## config.mk

```make
export PLATFORM = sky130hd
export DESIGN_NAME = reg_wr_arbiter_flat
export DESIGN_NICKNAME = d
export VERILOG_FILES = /design/src/rtl/reg_wr_arbiter_if.sv /design/src/rtl/reg_wr_arbiter.sv /design/src/flat_wrapper.sv
export SDC_FILE = /design/constraint.sdc
export NUM_CORES = 1
export LEC_CHECK = 0
export ABC_AREA = 1
export CAP_MARGIN = 20
export CORE_MARGIN = 2
export CORE_UTILIZATION = 39
export DETAILED_ROUTE_END_ITERATION = 8
export PLACE_DENSITY_LB_ADDON = 0.2
export SETUP_SLACK_MARGIN = 0.5
export SLEW_MARGIN = 20
export SYNTH_ARGS = -nofsm -noshare
export SYNTH_HDL_FRONTEND = slang
export SYNTH_SLANG_ARGS = --single-unit
```

## constraint.sdc

```tcl
create_clock -name clk -period 3.5 [get_ports clk]
set_clock_uncertainty 0.15 [all_clocks]
set_input_delay 0.525 -clock clk [delete_from_list [all_inputs] [get_ports clk]]
set_output_delay 0.525 -clock clk [all_outputs]
set_load 0.01 [all_outputs]
```

## src/rtl/reg_wr_arbiter_if.sv

```systemverilog
// Register-file write-port bundle: two requesters (A = ALU writeback, B = load unit)
// plus the registered write enables/data and the debug conflict count.
interface reg_wr_arbiter_if #(
    parameter int DATA_W = 10,
    parameter int ADDR_W = 3,
    parameter int CNT_W  = 8
);
    localparam int NUM_REGS = 2 ** ADDR_W;

    logic                a_req;
    logic [ADDR_W-1:0]   a_addr;
    logic [DATA_W-1:0]   a_data;
    logic                a_gnt;
    logic                b_req;
    logic [ADDR_W-1:0]   b_addr;
    logic [DATA_W-1:0]   b_data;
    logic                b_gnt;
    logic [NUM_REGS-1:0] wen;
    logic [DATA_W-1:0]   wdata;
    logic [CNT_W-1:0]    conflict_cnt;

    modport master (
        output a_req, a_addr, a_data, b_req, b_addr, b_data,
        input  a_gnt, b_gnt, wen, wdata, conflict_cnt
    );

    modport slave (
        input  a_req, a_addr, a_data, b_req, b_addr, b_data,
        output a_gnt, b_gnt, wen, wdata, conflict_cnt
    );
endinterface

```

## src/rtl/reg_wr_arbiter.sv

```systemverilog
// Round-robin arbiter for the single register-file write port; combinational grants,
// registered one-hot wen/wdata one cycle later; a loser is held off by withholding its gnt.
module reg_wr_arbiter #(
    parameter int DATA_W  = 10,
    parameter int ADDR_W  = 3,
    parameter int ZERO_RO = 1,
    parameter int CNT_W   = 8
) (
    input  logic             clk,
    input  logic             rst,
    reg_wr_arbiter_if.slave  bus
);
    localparam int NUM_REGS = 2 ** ADDR_W;

    typedef enum logic {
        PRIO_A = 1'b0,
        PRIO_B = 1'b1
    } prio_e;

    prio_e               prio_q, prio_d;
    logic [NUM_REGS-1:0] wen_q, wen_d;
    logic [DATA_W-1:0]   wdata_q, wdata_d;
    logic [CNT_W-1:0]    cnt_q, cnt_d;

    logic                a_gnt, b_gnt, any_gnt, conflict;
    logic [ADDR_W-1:0]   sel_addr;
    logic [DATA_W-1:0]   sel_data;

    // Grants look only at the requests and prio, never at addr/data.
    always_comb begin
        a_gnt = 1'b0;
        b_gnt = 1'b0;
        if (!rst) begin
            if (bus.a_req && (!bus.b_req || prio_q == PRIO_A)) begin
                a_gnt = 1'b1;
            end else if (bus.b_req) begin
                b_gnt = 1'b1;
            end
        end
    end

    assign any_gnt  = a_gnt || b_gnt;
    assign conflict = bus.a_req && bus.b_req;
    assign sel_addr = b_gnt ? bus.b_addr : bus.a_addr;
    assign sel_data = b_gnt ? bus.b_data : bus.a_data;

    always_comb begin
        prio_d  = prio_q;
        wen_d   = '0;
        wdata_d = wdata_q;
        cnt_d   = cnt_q;

        if (a_gnt) begin
            prio_d = PRIO_B;
        end else if (b_gnt) begin
            prio_d = PRIO_A;
        end

        // Register 0 is hardwired when ZERO_RO: the grant is consumed but nothing is written.
        if (any_gnt && !(ZERO_RO != 0 && sel_addr == '0)) begin
            wen_d   = NUM_REGS'(1) << sel_addr;
            wdata_d = sel_data;
        end

        if (conflict && cnt_q != '1) begin
            cnt_d = cnt_q + CNT_W'(1);
        end
    end

    always_ff @(posedge clk) begin
        if (rst) begin
            prio_q  <= PRIO_A;
            wen_q   <= '0;
            wdata_q <= '0;
            cnt_q   <= '0;
        end else begin
            prio_q  <= prio_d;
            wen_q   <= wen_d;
            wdata_q <= wdata_d;
            cnt_q   <= cnt_d;
        end
    end

    assign bus.a_gnt        = a_gnt;
    assign bus.b_gnt        = b_gnt;
    assign bus.wen          = wen_q;
    assign bus.wdata        = wdata_q;
    assign bus.conflict_cnt = cnt_q;
endmodule

```

## src/flat_wrapper.sv

```systemverilog
// flat-port wrapper written by rule: the top's interface ports become plain ports
module reg_wr_arbiter_flat 
#(
    parameter int DATA_W  = 10,
    parameter int ADDR_W  = 3,
    parameter int ZERO_RO = 1,
    parameter int CNT_W   = 8
)
  (clk, rst, bus_a_req, bus_a_addr, bus_a_data, bus_b_req, bus_b_addr, bus_b_data, bus_a_gnt, bus_b_gnt, bus_wen, bus_wdata, bus_conflict_cnt);
  reg_wr_arbiter_if #(.DATA_W(DATA_W), .ADDR_W(ADDR_W), .CNT_W(CNT_W)) bus_i ();
  input  logic clk;
  input  logic rst;
  input wire logic [$bits(bus_i.a_req)-1:0] bus_a_req;
  input wire logic [$bits(bus_i.a_addr)-1:0] bus_a_addr;
  input wire logic [$bits(bus_i.a_data)-1:0] bus_a_data;
  input wire logic [$bits(bus_i.b_req)-1:0] bus_b_req;
  input wire logic [$bits(bus_i.b_addr)-1:0] bus_b_addr;
  input wire logic [$bits(bus_i.b_data)-1:0] bus_b_data;
  output wire logic [$bits(bus_i.a_gnt)-1:0] bus_a_gnt;
  output wire logic [$bits(bus_i.b_gnt)-1:0] bus_b_gnt;
  output wire logic [$bits(bus_i.wen)-1:0] bus_wen;
  output wire logic [$bits(bus_i.wdata)-1:0] bus_wdata;
  output wire logic [$bits(bus_i.conflict_cnt)-1:0] bus_conflict_cnt;
  assign bus_i.a_req = bus_a_req;
  assign bus_i.a_addr = bus_a_addr;
  assign bus_i.a_data = bus_a_data;
  assign bus_i.b_req = bus_b_req;
  assign bus_i.b_addr = bus_b_addr;
  assign bus_i.b_data = bus_b_data;
  assign bus_a_gnt = bus_i.a_gnt;
  assign bus_b_gnt = bus_i.b_gnt;
  assign bus_wen = bus_i.wen;
  assign bus_wdata = bus_i.wdata;
  assign bus_conflict_cnt = bus_i.conflict_cnt;
  reg_wr_arbiter #(.DATA_W(DATA_W), .ADDR_W(ADDR_W), .ZERO_RO(ZERO_RO), .CNT_W(CNT_W)) u_core (.clk(clk), .rst(rst), .bus(bus_i));
endmodule
```

Word level (Yosys, flattened, before mapping)
Index checks and enable logic that the tools add are counted.

Add/subtract/negate cells: 1. Eq/ne operators: 1. Shift-type cells: 1. Multiplexer cells: 9. Bitwise gates (word level): 2. Reduce and logical (&&, ||, !) cells: 11.

Operators with widths (count): 10-bit 2-to-1 mux (1); 8-bit by 1-bit adder with 8-bit output (second input constant) (1); 8-bit != test (second input constant) (1); 1-bit by 3-bit << shifter with 8-bit output (first input constant) (1); 1-bit 2-to-1 mux (7); 1-bit logical AND (4); 3-bit zero test (1); 3-bit 2-to-1 mux (1); 1-bit zero test (2); 1-bit logical OR (2); 1-bit inverter (2); 2-bit nonzero test (1); 2-bit OR reduction (1).

Register bits: 27. Input bits: 30. Output and inout port bits: 28. Word-level logic and storage cells: 29.

Logic depth before layout (Yosys ltp)
Word-level depth: 11. Mapped depth: 11. Gate-level depth less buffers: 10.

Worst setup path after synthesis
Ideal clock, no wire load.

Kind: input -> output. From: input bus_b_req. To: output bus_b_gnt. Arrival: 999 ps. Required time: 2825 ps. Setup slack: 1826 ps. Stages on the path: 5. Buffers on the path: 1. Path through: inv_1 > nor2_4 > nand2_4 > inv_1 > buf_6.

Cells in the longest elaborated chain, start to end: 5. Elaborated cells between the ends (all ways): 6. Classes of those cells: mux (3); reduce/logical (3).

RTL lines: from (decl) (RTL line flat_wrapper.sv:16) `input wire logic [$bits(bus_i.b_req)-1:0] bus_b_req;`; 1-bit zero test (RTL line reg_wr_arbiter.sv:34) `if (bus.a_req && (!bus.b_req || prio_q == PRIO_A)) begin`; 1-bit logical OR (RTL line reg_wr_arbiter.sv:34); 1-bit logical AND (RTL line reg_wr_arbiter.sv:34); 1-bit 2-to-1 mux (*) (RTL line reg_wr_arbiter.sv:34); 1-bit 2-to-1 mux (*) (RTL line reg_wr_arbiter.sv:33) `if (!rst) begin`; to (decl) (RTL line flat_wrapper.sv:20) `output wire logic [$bits(bus_i.b_gnt)-1:0] bus_b_gnt;`.

Mark *: on every way between the ends. The rest lies on a longest branch, timed or not.

Worst setup path in the final report
From: input rst. To: output bus_b_gnt.

Cells in the longest elaborated chain, start to end: 1.

RTL lines: from (decl) (RTL line flat_wrapper.sv:12) `input logic rst;`; 1-bit 2-to-1 mux (RTL line reg_wr_arbiter.sv:33).

No other way between the ends.

==> impl_metrics.tcl <==
set metrics [dict create \
    status "completed" \
    drive_above_1_share 0.1174 \
    instances_no_fill 312 \
    syn-cell-area_um2 1443 \
    io_pins 58 \
    insertedDiodeCount 0 \
    cp_max_fo 11 \
    synth-edff-count 0 \
    p_leak_nw 0.9582 \
    crit_chain "clkdlybuf4s50_1 > nor2_4 > nand2_4 > inv_1 > clkdlybuf4s50_1" \
    yosysTopAreaCellShare 0.3747 \
    fin_crit_ps 2865 \
    max_freq_ghz 0.3490 \
    finalSetupTns_ps 0 \
    syn-num-nets 237 \
    cts_made_buffers 3 \
    post_cts_resized 0 \
    hp-class "flip-flop to flip-flop" \
    coreArea_um2 3606 \
    drt_first_iter_violations 70 \
    timing.critical_path.mode_cell "clkdlybuf4s50_1" \
    place_hpwl_um 2287 \
    yosysWarningCount 0 \
    hold_viol 0 \
    synthArstFlopShare 0 \
    clkLatencyLatePin_ps 260 \
    synth_area_leader_cell "dfxtp_1" \
    grt_max_degree 17 \
    maxCapViolations 0 \
    routed_wl_um 2856 \
    yosysSeqAreaShare 0.3747 \
    grt_usage 0.1479 \
    tritoncts "done" \
    die_x_um 64.82 \
    finalSetupViolCount 0 \
    netlist_top_cells_count "59 x nand2_1, 30 x inv_1, 27 x dfxtp_1" \
    end_kind "output pin" \
    min-delay-start "u_core.bus.wdata[2]" \
    clockBufferDepth 2 \
    worstPathArrival_ps 2190 \
    power_density_nw_per_um2 329.7 \
    start_util 0.4001 \
    grt_overflow_total 0 \
    crit_buf_inv 3 \
    finalNetCount 296 \
    rows 22 \
    dieArea_um2 4202 \
    required_ps 2820 \
    area_growth_pct 45.53 \
    viasPerCell 4.327 \
    timing.rr.start "u_core.bus.conflict_cnt[0]" \
    finalCritPeriodShare 0.8186 \
    holdWs_ps 343.4 \
    yosysMostFrequentCell "nand2_1" \
    synth.distinct_cells 24 \
    final_max_slew_viol_count 0 \
    wl_per_cell_um 9.154 \
    synth_flop_cell "dfxtp_1" \
    ys_ff_latch 27 \
    cp_top_family "buffers and inverters" \
    die_h_um 64.82 \
    cts-htree-levels 1 \
    grt_pass1_vias 1164 \
    criticalPathCategory "primary input to output pin" \
    hold_buffers 0 \
    vias 1350 \
    cpPeakStageDelay_ps 610 \
    drcViolationCount 0 \
    detail_route.first_pass.iterations 6 \
    cts-root-buf "clkbuf_8" \
    post-cts-setup-buffer-count 0 \
    critPathSlowestCell "clkdlybuf4s50_1" \
    irDropWorstVdd_v 0.0001489 \
    gp_congestion 0.8192 \
    rsz0062_at_grt "false" \
    syn_area_per_cell_um2 7.003 \
    antenna_found_initial 0 \
    ant_nets 0 \
    clkTransAtPathRegs_ps 90 \
    dp_cells 308 \
    worst_setup_path_start_kind "primary input" \
    clock_sinks 27 \
    port_buffers 57 \
    grt_pass1_wl_um 4940 \
    synth.area.top_cells "dfxtp_1 37%, nand2_1 15%, inv_1 7.8%, nand3_1 6.2%, nand2_4 4.7%" \
    synthCells 206 \
    setup.worst_path.start "rst" \
]
flip-flops by register name (all words and copies together), names as in the netlist:
name and flops:
u_core.bus.wen 8, u_core.bus.conflict_cnt 8, u_core.bus.wdata 10, u_core.prio_q 1
kinds of logic after synthesis:
family          Yosys count  share of synthesized area
xor+xnor                  3                    0.01822
fa+ha+maj                 1                   0.008672
buf+inv                  36                     0.1041
flops                    27                     0.3747
other cells               1                   0.002599
simple gates            126                     0.4484
compound gates           12                    0.04337
cell type report:
class | count | area (um^2)
Fill cell | 358 | 1506
Timing Repair Buffer | 59 | 585.6
Multi-Input combinational cell | 143 | 752.0
Clock buffer | 4 | 45.04
Sequential cell | 27 | 540.5
Tap cell | 48 | 60.06
Inverter | 31 | 116.4
power by group:
part	total (mW)	switching, mW	internal, mW
Combinational	0.183	0.0874	0.0957
Sequential	0.340	0.0132	0.326
Clock	0.169	0.0882	0.0813
Total	0.692	0.189	0.503
layout by cell type, fill, tap and decap left out, types with 4 or more instances in the layout:
master	Yosys	final
clkdlybuf4s50_1	0	57
nor2_2	10	10
nand2_1	59	59
nand3_1	18	18
nor2_1	16	16
dfxtp_1	27	27
nand4_1	4	4
nand2_2	5	5
a21oi_1	9	9
nand2_4	6	6
inv_1	30	30
through the flow:
step           area [um^2]  setup slack (ps)  utilization  total power [mW]
2_1_floorplan         1443              1826            -            0.4466
3_3_place_gp          2054             635.6       0.5697            0.5308
3_5_place_dp          2054             629.8       0.5697            0.5322
4_1_cts               2100             616.3       0.5822            0.7018
5_1_grt               2100             506.8       0.5822            0.7360
6_report              2100             634.8       0.5822            0.6921
tightest hold or removal path: cells and delay by family, from the launching register on:
kind,cells,cell delay [ps]
flops,1,320
simple gates,2,130
layer usage:
layer	track usage	vias up	routed length [um]
met3	0.01563	2	110
met5	0	-	0
met1	0.2084	569	1416
met2	0.2320	35	1301
met4	0.05585	0	27
li1	-	744	-
worst paths after layout:
| path | end | slack [ps] | cells past startpoint |
|---|---|---|---|
| max reg2reg | u_core.bus.conflict_cnt[5] | 1630 | 8 |
| min reg2reg | u_core.bus.wdata[2] | 340 | 2 |
| max | bus_b_gnt | 630 | 5 |
| min | u_core.bus.wdata[2] | 340 | 2 |
(Power assumes the default switching activity.)
